<file path="src/rtl/lc3b_types.sv">
// Shared LC-3b front-end types: machine word, cache line, and the fetch queue FSM state.
package lc3b_types;

    typedef logic [15:0]  lc3b_word;
    typedef logic [127:0] lc3b_line;

    typedef enum logic [1:0] {
        StIdle,
        StFetch,
        StDiscard
    } ifq_state_t;

    // Pick the 16-bit word addressed by a byte address out of a 128-bit line.
    function automatic lc3b_word line_word(input lc3b_line line, input lc3b_word addr);
        return line[{addr[3:1], 4'b0000} +: 16];
    endfunction

endpackage

</file>
<file path="src/rtl/ifq_fifo.sv">
// Circular instruction queue for ifetch_queue: storage, head/tail pointers and occupancy.
module ifq_fifo #(
    parameter int unsigned DEPTH = 4
) (
    input  logic                   clk_i,
    input  logic                   reset_i,
    input  logic                   flush_i,
    input  logic                   push_i,
    input  logic [31:0]            push_data_i,
    input  logic                   pop_i,
    output logic [31:0]            head_data_o,
    output logic [$clog2(DEPTH):0] count_o
);

    localparam int unsigned PW = $clog2(DEPTH);

    logic [31:0]   mem_q [DEPTH];
    logic [PW-1:0] head_q;
    logic [PW-1:0] tail_q;
    logic [PW:0]   count_q;

    always_ff @(posedge clk_i) begin
        if (push_i && !reset_i && !flush_i) begin
            mem_q[tail_q] <= push_data_i;
        end
    end

    // A flush wins over any same-cycle push or pop; pointers restart at zero.
    always_ff @(posedge clk_i) begin
        if (reset_i || flush_i) begin
            head_q  <= '0;
            tail_q  <= '0;
            count_q <= '0;
        end else begin
            if (push_i) begin
                tail_q <= tail_q + 1'b1;
            end
            if (pop_i) begin
                head_q <= head_q + 1'b1;
            end
            case ({push_i, pop_i})
                2'b10:   count_q <= count_q + 1'b1;
                2'b01:   count_q <= count_q - 1'b1;
                default: count_q <= count_q;
            endcase
        end
    end

    assign head_data_o = mem_q[head_q];
    assign count_o     = count_q;

endmodule

</file>
<file path="src/rtl/ifetch_queue.sv">
// Instruction fetch queue: one outstanding line fetch feeding a small FIFO of {instr, pc}.
// Optional IFETCH_QUEUE_LINE_REUSE_EN keeps the last line to serve sequential fetches locally.
module ifetch_queue
    import lc3b_types::*;
#(
    parameter int unsigned DEPTH    = 4,
    parameter lc3b_word    RESET_PC = 16'h0000
) (
    input  logic                   clk,
    input  logic                   reset,
    output logic                   ifetch_read,
    output lc3b_word               ifetch_address,
    input  lc3b_line               ifetch_rdata,
    input  logic                   ifetch_resp,
    input  logic                   redirect,
    input  lc3b_word               redirect_pc,
    input  logic                   deq_ready,
    output logic                   deq_valid,
    output lc3b_word               deq_instr,
    output lc3b_word               deq_pc,
    output logic [$clog2(DEPTH):0] count
);

    localparam int unsigned CW = $clog2(DEPTH) + 1;

    ifq_state_t  state_q;
    lc3b_word    pc_q;
    lc3b_word    addr_q;
    logic        read_q;

    logic [CW-1:0] count_w;
    logic [31:0]   head_data;
    logic          space;
    logic          fifo_push;
    logic [31:0]   fifo_wdata;
    logic          fifo_pop;
    logic          lb_hit;
    lc3b_word      lb_word;

    assign space = count_w < CW'(DEPTH);

`ifdef IFETCH_QUEUE_LINE_REUSE_EN
    lc3b_line    lb_data_q;
    logic [11:0] lb_tag_q;
    logic        lb_valid_q;

    always_ff @(posedge clk) begin
        if (reset || redirect) begin
            lb_valid_q <= 1'b0;
        end else if (state_q == StFetch && ifetch_resp) begin
            lb_valid_q <= 1'b1;
            lb_data_q  <= ifetch_rdata;
            lb_tag_q   <= addr_q[15:4];
        end
    end

    assign lb_hit  = (state_q == StIdle) && lb_valid_q && (lb_tag_q == pc_q[15:4]) && space;
    assign lb_word = line_word(lb_data_q, pc_q);
`else
    assign lb_hit  = 1'b0;
    assign lb_word = '0;
`endif

    // Responses in Discard and anything coincident with a redirect never reach the queue.
    always_comb begin
        fifo_push  = 1'b0;
        fifo_wdata = {line_word(ifetch_rdata, addr_q), addr_q};
        if (!redirect) begin
            if (state_q == StFetch && ifetch_resp) begin
                fifo_push = 1'b1;
            end else if (lb_hit) begin
                fifo_push  = 1'b1;
                fifo_wdata = {lb_word, pc_q};
            end
        end
    end

    assign fifo_pop = deq_valid && deq_ready;

    always_ff @(posedge clk) begin
        if (reset) begin
            state_q <= StIdle;
            pc_q    <= RESET_PC;
            addr_q  <= RESET_PC;
            read_q  <= 1'b0;
        end else begin
            unique case (state_q)
                StIdle: begin
                    // A redirect empties the queue, so the new fetch can start at once.
                    if (redirect) begin
                        pc_q    <= redirect_pc;
                        addr_q  <= redirect_pc;
                        read_q  <= 1'b1;
                        state_q <= StFetch;
                    end else if (lb_hit) begin
                        pc_q <= pc_q + 16'd2;
                    end else if (space) begin
                        addr_q  <= pc_q;
                        read_q  <= 1'b1;
                        state_q <= StFetch;
                    end
                end
                StFetch: begin
                    if (ifetch_resp) begin
                        read_q  <= 1'b0;
                        state_q <= StIdle;
                        pc_q    <= redirect ? redirect_pc : pc_q + 16'd2;
                    end else if (redirect) begin
                        pc_q    <= redirect_pc;
                        state_q <= StDiscard;
                    end
                end
                StDiscard: begin
                    if (redirect) begin
                        pc_q <= redirect_pc;
                    end
                    if (ifetch_resp) begin
                        read_q  <= 1'b0;
                        state_q <= StIdle;
                    end
                end
                default: begin
                    read_q  <= 1'b0;
                    state_q <= StIdle;
                end
            endcase
        end
    end

    ifq_fifo #(
        .DEPTH(DEPTH)
    ) u_fifo (
        .clk_i       (clk),
        .reset_i     (reset),
        .flush_i     (redirect),
        .push_i      (fifo_push),
        .push_data_i (fifo_wdata),
        .pop_i       (fifo_pop),
        .head_data_o (head_data),
        .count_o     (count_w)
    );

    assign ifetch_read    = read_q;
    assign ifetch_address = addr_q;
    assign deq_valid      = (count_w != '0);
    assign deq_instr      = head_data[31:16];
    assign deq_pc         = head_data[15:0];
    assign count          = count_w;

endmodule

</file>
<file path="config.mk">
export PLATFORM = sky130hd
export DESIGN_NAME = ifetch_queue
export DESIGN_NICKNAME = d
export VERILOG_FILES = /design/src/rtl/lc3b_types.sv /design/src/rtl/ifq_fifo.sv /design/src/rtl/ifetch_queue.sv
export SDC_FILE = /design/constraint.sdc
export NUM_CORES = 1
export LEC_CHECK = 0
export CAP_MARGIN = 10
export CELL_PAD_IN_SITES_DETAIL_PLACEMENT = 2
export CELL_PAD_IN_SITES_GLOBAL_PLACEMENT = 2
export CORE_UTILIZATION = 32
export CTS_BUF_LIST = sky130_fd_sc_hd__clkbuf_4 sky130_fd_sc_hd__clkbuf_8
export DETAILED_ROUTE_END_ITERATION = 12
export PLACE_DENSITY_LB_ADDON = 0.3
export SLEW_MARGIN = 20
export SYNTH_ARGS = -nofsm -noshare
export SYNTH_HDL_FRONTEND = slang
export SYNTH_SLANG_ARGS = --single-unit
</file>
<file path="constraint.sdc">
create_clock -name clk -period 2.6 [get_ports clk]
set_clock_uncertainty 0.15 [all_clocks]
set_input_delay 0.65 -clock clk [delete_from_list [all_inputs] [get_ports clk]]
set_output_delay 0.65 -clock clk [all_outputs]
set_load 0.01 [all_outputs]
</file>
[After elaboration in Yosys (flattened, before gate mapping)]
Memory sizes are Yosys's and may differ from the RTL's. A register that Yosys moved wholly into a read port is not among the register bits.
Index checks and enable logic that the tools add are counted.
Storage, ports and cells
  register bits: 42
  bits in latches: 0
  memory bits (writable): 128
  bits in read-only memories: 0
  bits of input ports: 149
  output and inout bits: 53
  word-level logic and storage cells: 63
  memories: 1
Cells by class
  $add $sub $neg: 5
  multiply operators: 0
  div/mod/pow operators: 0
  magnitude comparators: 1
  equal/unequal tests: 8
  shift operators: 1
  muxes and demuxes: 23
  bitwise operators: 0
  reduce and logical (&&, ||, !) cells: 17
Memories
  u_fifo.mem_q: depth 4, bits a word 32, rd ports 1, clocked after Yosys merged registers in 1, wr ports 1, RTL line ifq_fifo.sv:17  | logic [31:0] mem_q [DEPTH];
Operators by type and width (number)
  128-bit by 8-bit variable part select with 16-bit output: 1
  16-bit 2-to-1 mux: 5
  16-bit case mux with 2 select lines: 1
  16-bit by 2-bit adder with 16-bit output, second input constant: 1
  2-bit 2-to-1 mux: 7
  1-bit 2-to-1 mux: 7
  3-bit != test, second input constant: 2
  2-bit case mux with 3 select lines: 1
  3-bit case mux with 2 select lines: 1
  2-bit nonzero test: 3
  2-bit by 1-bit adder with 2-bit output, second input constant: 2
  2-bit by 1-bit equality test with 1-bit output, second input constant: 2
  2-bit equality test, second input constant: 2
  1-bit logical AND: 4
  2-bit AND reduction: 2
  2-bit OR reduction: 2
  3-bit by 1-bit adder with 3-bit output, second input constant: 1
  3-bit < comparator, second input constant: 1
  3-bit AND reduction: 1
  3-bit nonzero test: 1
  3-bit by 1-bit subtractor with 3-bit output, second input constant: 1
  1-bit logical NOT: 2
  2-bit logical NOT: 1
  2-bit by 1-bit != test with 1-bit output, second input constant: 1
  other kinds (3): 3

[Depth between registers and ports, before layout]
  depth in word-level cells: 8
  depth in mapped cells: 11
  depth with buffers taken out: 10

[Hierarchy]
Synthesis repeated with hierarchy kept, for this count alone.
Second synthesis, totals
  cells, all modules: 539
  area, all modules: 8159.1 µm²
By module, submodules not included
  ifq_fifo: times used 1, cells an instance 214, area each 5091.1 µm²
  ifetch_queue: times used 1, cells an instance 325, area each 3067.9 µm²

[Worst setup path before layout]
Ideal clock, no wire load.
  kind: in2reg
  start point: input port redirect
  end point: memory u_fifo.mem_q[0][0] (enable)
  setup time: 0.392 ns
  arrival: 2.173 ns
  required time: 2.058 ns
  path slack: -0.115 ns
  cell stages on the path: 5
  path buffers: 3
  cells stage by stage: buf_2 > buf_2 > buf_2 > nor2_1 > and3_1
On the way
  cells in the longest elaborated chain, start to end: 5
  elaborated cells on any way between the ends: 6
Ends and longest elaborated chain
  start, declared: RTL line ifetch_queue.sv:15  | input logic redirect,
  1-bit 2-to-1 mux: RTL line ifetch_queue.sv:68  | if (!redirect) begin
  1-bit logical AND: RTL line ifq_fifo.sv:23  | if (push_i && !reset_i && !flush_i) begin
  1-bit logical AND (*): RTL line ifq_fifo.sv:23
  1-bit 2-to-1 mux (*): RTL line ifq_fifo.sv:23
  1-bit 2-to-1 mux (implied by the code) (*): RTL line ifq_fifo.sv:24  | mem_q[tail_q] <= push_data_i;
  end, declared: RTL line ifq_fifo.sv:17
Mark *: on every way between the ends. The rest lies on a longest branch, timed or not.

==> run summary <==
• u_fifo.count_o[2]$_SDFFE_PP0P_ — worst flop-to-flop path endpoint
• 24.80 microns — Routed wire per std cell
• 2 — deepest clock path buffer count
• 5 — length of the first detailed-routing pass in iterations
• 0 — async set-reset flop share out of synthesis
• 0.001506 W — power dissipated by switching net loads
• 172 — number of clock sinks
• 1.80 ns — data required time of the worst path
• 0.0003549 V — IR Drop Worst-Case VDD
• reg -> reg — type of the worst min-delay path
• sky130_fd_sc_hd__edfxtp_1 — most used standard cell by instance count after synthesis
• 5.257 — vias per inst
• 0.3793 ns — WHS
• 17 — clock buffer count from CTS
• 48 — largest net degree at the start of global routing
• 0.004524 W — internal power
• 0 — Yosys warning total
• sky130_fd_sc_hd__edfxtp_1, sky130_fd_sc_hd__mux4_2, sky130_fd_sc_hd__dfxtp_1, sky130_fd_sc_hd__nor2_1, sky130_fd_sc_hd__nand2_1 — most frequent cells after synthesis
• 0 — GRT overflow
• 2.562 ns — final worst path period need
• 684 — nets in the synthesized netlist
• 1068 — Post-Layout Cell Count
• 891 — # nets final
• 0 — number of inserted diodes
• 0.03785 ns — final critical-path setup slack
• 1.76 ns — data arrival time at the worst-slack endpoint
• sky130_fd_sc_hd__edfxtp_1, sky130_fd_sc_hd__mux4_2, sky130_fd_sc_hd__dfxtp_1 — leading post-synthesis cells by cell area
• 0 — DRC errors left
• 4 — H-tree depth
• 0.7788 ns — worst slew pin tran
• 298 — number of violations reported at the end of detailed-routing iteration 0
• 24460 sq um — placeable core region
• 0.308 — clock network fraction of design power
• 0 — final count of hold timing violations
• 1034 — Inst Count DP
• 0.166 — power share of the combinational group
• sky130_fd_sc_hd__edfxtp_1 — most area-hungry cell type in the Yosys netlist
• 0.526 — power share of the sequential group
• 36.56% — area added between synthesis and finish
• -0.2297 ns — Worst Setup Slack post-DPL
• 0.4790 — proportion of netlist area held by the largest area contributor
• 0.9854 — final clock period utilization by the worst path
• flip-flop — kind of start point of the critical path
• deq_instr[3] — critical path endpoint
• sky130_fd_sc_hd__clkbuf_8 — buffer type at the clock tree root
• 550.2 nW/um^2 — power density over the cells
• 2340 — Fill cells
• reg -> out — Worst Path Class, Setup
• completed — result of the run
• 0.2093 — global-route usage over all layers
• 160.4 microns — Die Wd
• 160.4 microns — Vert. Die Dim
• 202 — number of primary I/O pins
• 0 — final setup violation count
• 10 — R2R cell count
• 128 — number of enable flip-flop cells after synthesis
• 8 — critical path peak fanout
• 0 — remaining number of nets flagged by the antenna check after routing
• 26490 microns — final WL
• 40100 microns — wire length of the first global-routing pass
• done — CTS tree
• state_q[1]$_SDFFE_PP0P_ — reg-to-reg startpoint
• 0.5887 — proportion of synthesized chip area in sequential cells
• 0 — number of maximum-capacitance constraint violations
• 0.4480 — final core utilization
• 0.2634 — layout cells sized above 1
• 0.006030 W — post-layout power
• 51 — library cells used by synthesis
• 0.2497 — switching power share of the total
• 6298 — via count of the first global-routing pass
• 57 — row count
• 0.3903 GHz — achievable clock frequency
• 15.32 sq um — synthesized area per cell
• 19130 microns — Detail Placement HPWL
• 0 — count of final max-slew check failures
• 172 — flip-flop and latch count after synthesis
• 5615 — total vias in the final route
• 0 — number of antenna violations at the first check in global routing
• output pin — Critical Path Sink Type
• 8025 sq um — total standard cell area after synthesis
• 524 — number of instances in the synthesized netlist
• 0.3281 — initial standard-cell utilization of the core
• 25720 sq um — die area
• 0.4768 — remaining max-slew budget at the tightest pin
• 0.8969 — Final Wtd Congestion
• true — setup repair after global routing missed its margin
• 201 — quantity of I/O buffers inserted on ports
• 2988 sq um — area used by multi-input combinational logic
• 3.662 nW — leakage power of the design
• 0.23 ns — slack of the worst reg-to-reg path
• 0.46 ns — clock latency at the later pin of the worst-skew pair
• sky130_fd_sc_hd__edfxtp_1 — prevailing post-synth register cell
• 0.09 ns — clock-pin slew reported for the worst setup and hold paths after clock tree synthesis
• 0 — number of hold-repair buffers added at the cts stage
• 4733 sq um — sequential cell area
==> routing by layer <==
layer	vias to the layer above	routed length [microns]	GRT usage
met5	-	0	0
met4	0	346	0.05714
met3	25	1254	0.03848
met2	193	13650	0.3753
met1	2908	11240	0.2573
li1	2489	-	-
==> critical path, stage by stage, from the launching register on <==
cell                      delay, ns
sky130_fd_sc_hd__dfxtp_4       0.41
sky130_fd_sc_hd__buf_12        0.16
sky130_fd_sc_hd__mux4_2        0.55
sky130_fd_sc_hd__buf_2         0.19
==> layout by cell type, fill, tap and decap left out, types with 4 or more instances in the layout <==
cell type                         count
sky130_fd_sc_hd__or3_1                5
sky130_fd_sc_hd__mux2i_1             14
sky130_fd_sc_hd__nor4_1               6
sky130_fd_sc_hd__nand2b_1             7
sky130_fd_sc_hd__mux2_2              16
sky130_fd_sc_hd__ha_1                10
sky130_fd_sc_hd__a21oi_1             15
sky130_fd_sc_hd__and3_1               4
sky130_fd_sc_hd__clkdlybuf4s50_1    169
sky130_fd_sc_hd__nand2_1             18
sky130_fd_sc_hd__o21ai_0             12
sky130_fd_sc_hd__dfxtp_1             39
sky130_fd_sc_hd__edfxtp_1           128
sky130_fd_sc_hd__nor2_1              34
sky130_fd_sc_hd__buf_2                9
sky130_fd_sc_hd__clkbuf_8            17
sky130_fd_sc_hd__inv_1               12
sky130_fd_sc_hd__nor3_1               6
sky130_fd_sc_hd__buf_6               20
sky130_fd_sc_hd__and3_2               4
sky130_fd_sc_hd__clkbuf_2             4
sky130_fd_sc_hd__a311oi_1             4
sky130_fd_sc_hd__buf_12               9
sky130_fd_sc_hd__nand4_1              4
sky130_fd_sc_hd__dfxtp_2              4
sky130_fd_sc_hd__mux4_2              64
sky130_fd_sc_hd__o31ai_1              4
sky130_fd_sc_hd__a211oi_1            17
sky130_fd_sc_hd__buf_4               27
==> power by group through the flow <==
stage                     Combinational, W  Clock, W  Sequential, W
after floorplan                   0.000523         0        0.00319
after global placement            0.000956         0        0.00322
after detailed placement          0.000997         0        0.00324
after CTS                          0.00100   0.00191        0.00317
after global routing               0.00107   0.00200        0.00318
final                              0.00100   0.00186        0.00317
==> sequential cells by signal, indices dropped and copies added, names as in the netlist, named ones only <==
register and cells:
u_fifo.count_o 3, u_fifo.tail_q 2, ifetch_address 16, pc_q 16, u_fifo.mem_q 128, state_q 2, u_fifo.head_q 2, ifetch_read 1
==> per-stage QoR <==
| step | setup TNS (ns) | cell area (sq um) |
|---|---|---|
| 3_3_place_gp | -3.630 | 10570 |
| 4_1_cts | -0.5178 | 11010 |
| 6_report | 0 | 10960 |
| 3_5_place_dp | -12.48 | 10570 |
| 5_1_grt | -0.2486 | 10960 |
| 2_1_floorplan | 0 | 8030 |
==> repair_timing <==
item,4_1_cts,5_1_grt
resized for setup,152,12
pin swaps,0,0
cloned,1,1
setup buffers,4,0
endpoints found under the setup margin,32,31
endpoints found under the hold margin,0,0
==> cell families (layout without fill, tap and decap cells) <==
family	Yosys count	count (layout)	synth area share
xor+xnor	5	5	0.005458
buf+inv	65	285	0.04007
simple gates	101	101	0.06252
flops	172	172	0.5887
fa+ha+maj	11	11	0.01809
mux	94	94	0.2195
compound gates	76	76	0.06564
==> cell type report <==
cell class,count,area share
timing repair buffer,240,0.2194
clock buffer,20,0.02340
multi-input combinational,287,0.2726
inverter,13,0.004453
clock inverter,12,0.01119
tap,324,0.03699
sequential,172,0.4319
==> worst min-delay path by stage <==
stage	slack (ns)	endpoint	cells after the start	start
detailed placement	0.37	pc_q[0]$_SDFFE_PP0P_	2	pc_q[0]$_SDFFE_PP0P_
finish	0.38	pc_q[0]$_SDFFE_PP0P_	2	pc_q[0]$_SDFFE_PP0P_
global placement	0.33	pc_q[0]$_SDFFE_PP0P_	2	pc_q[0]$_SDFFE_PP0P_
global route	0.41	u_fifo.mem_q[1][2]$_DFFE_PP_	0	ifetch_address[2]$_SDFFE_PP0P_
CTS	0.39	u_fifo.mem_q[0][4]$_DFFE_PP_	0	ifetch_address[4]$_SDFFE_PP0P_
floorplan	0.31	pc_q[0]$_SDFFE_PP0P_	2	pc_q[0]$_SDFFE_PP0P_
No activity file was read; power rests on OpenSTA's default activity.
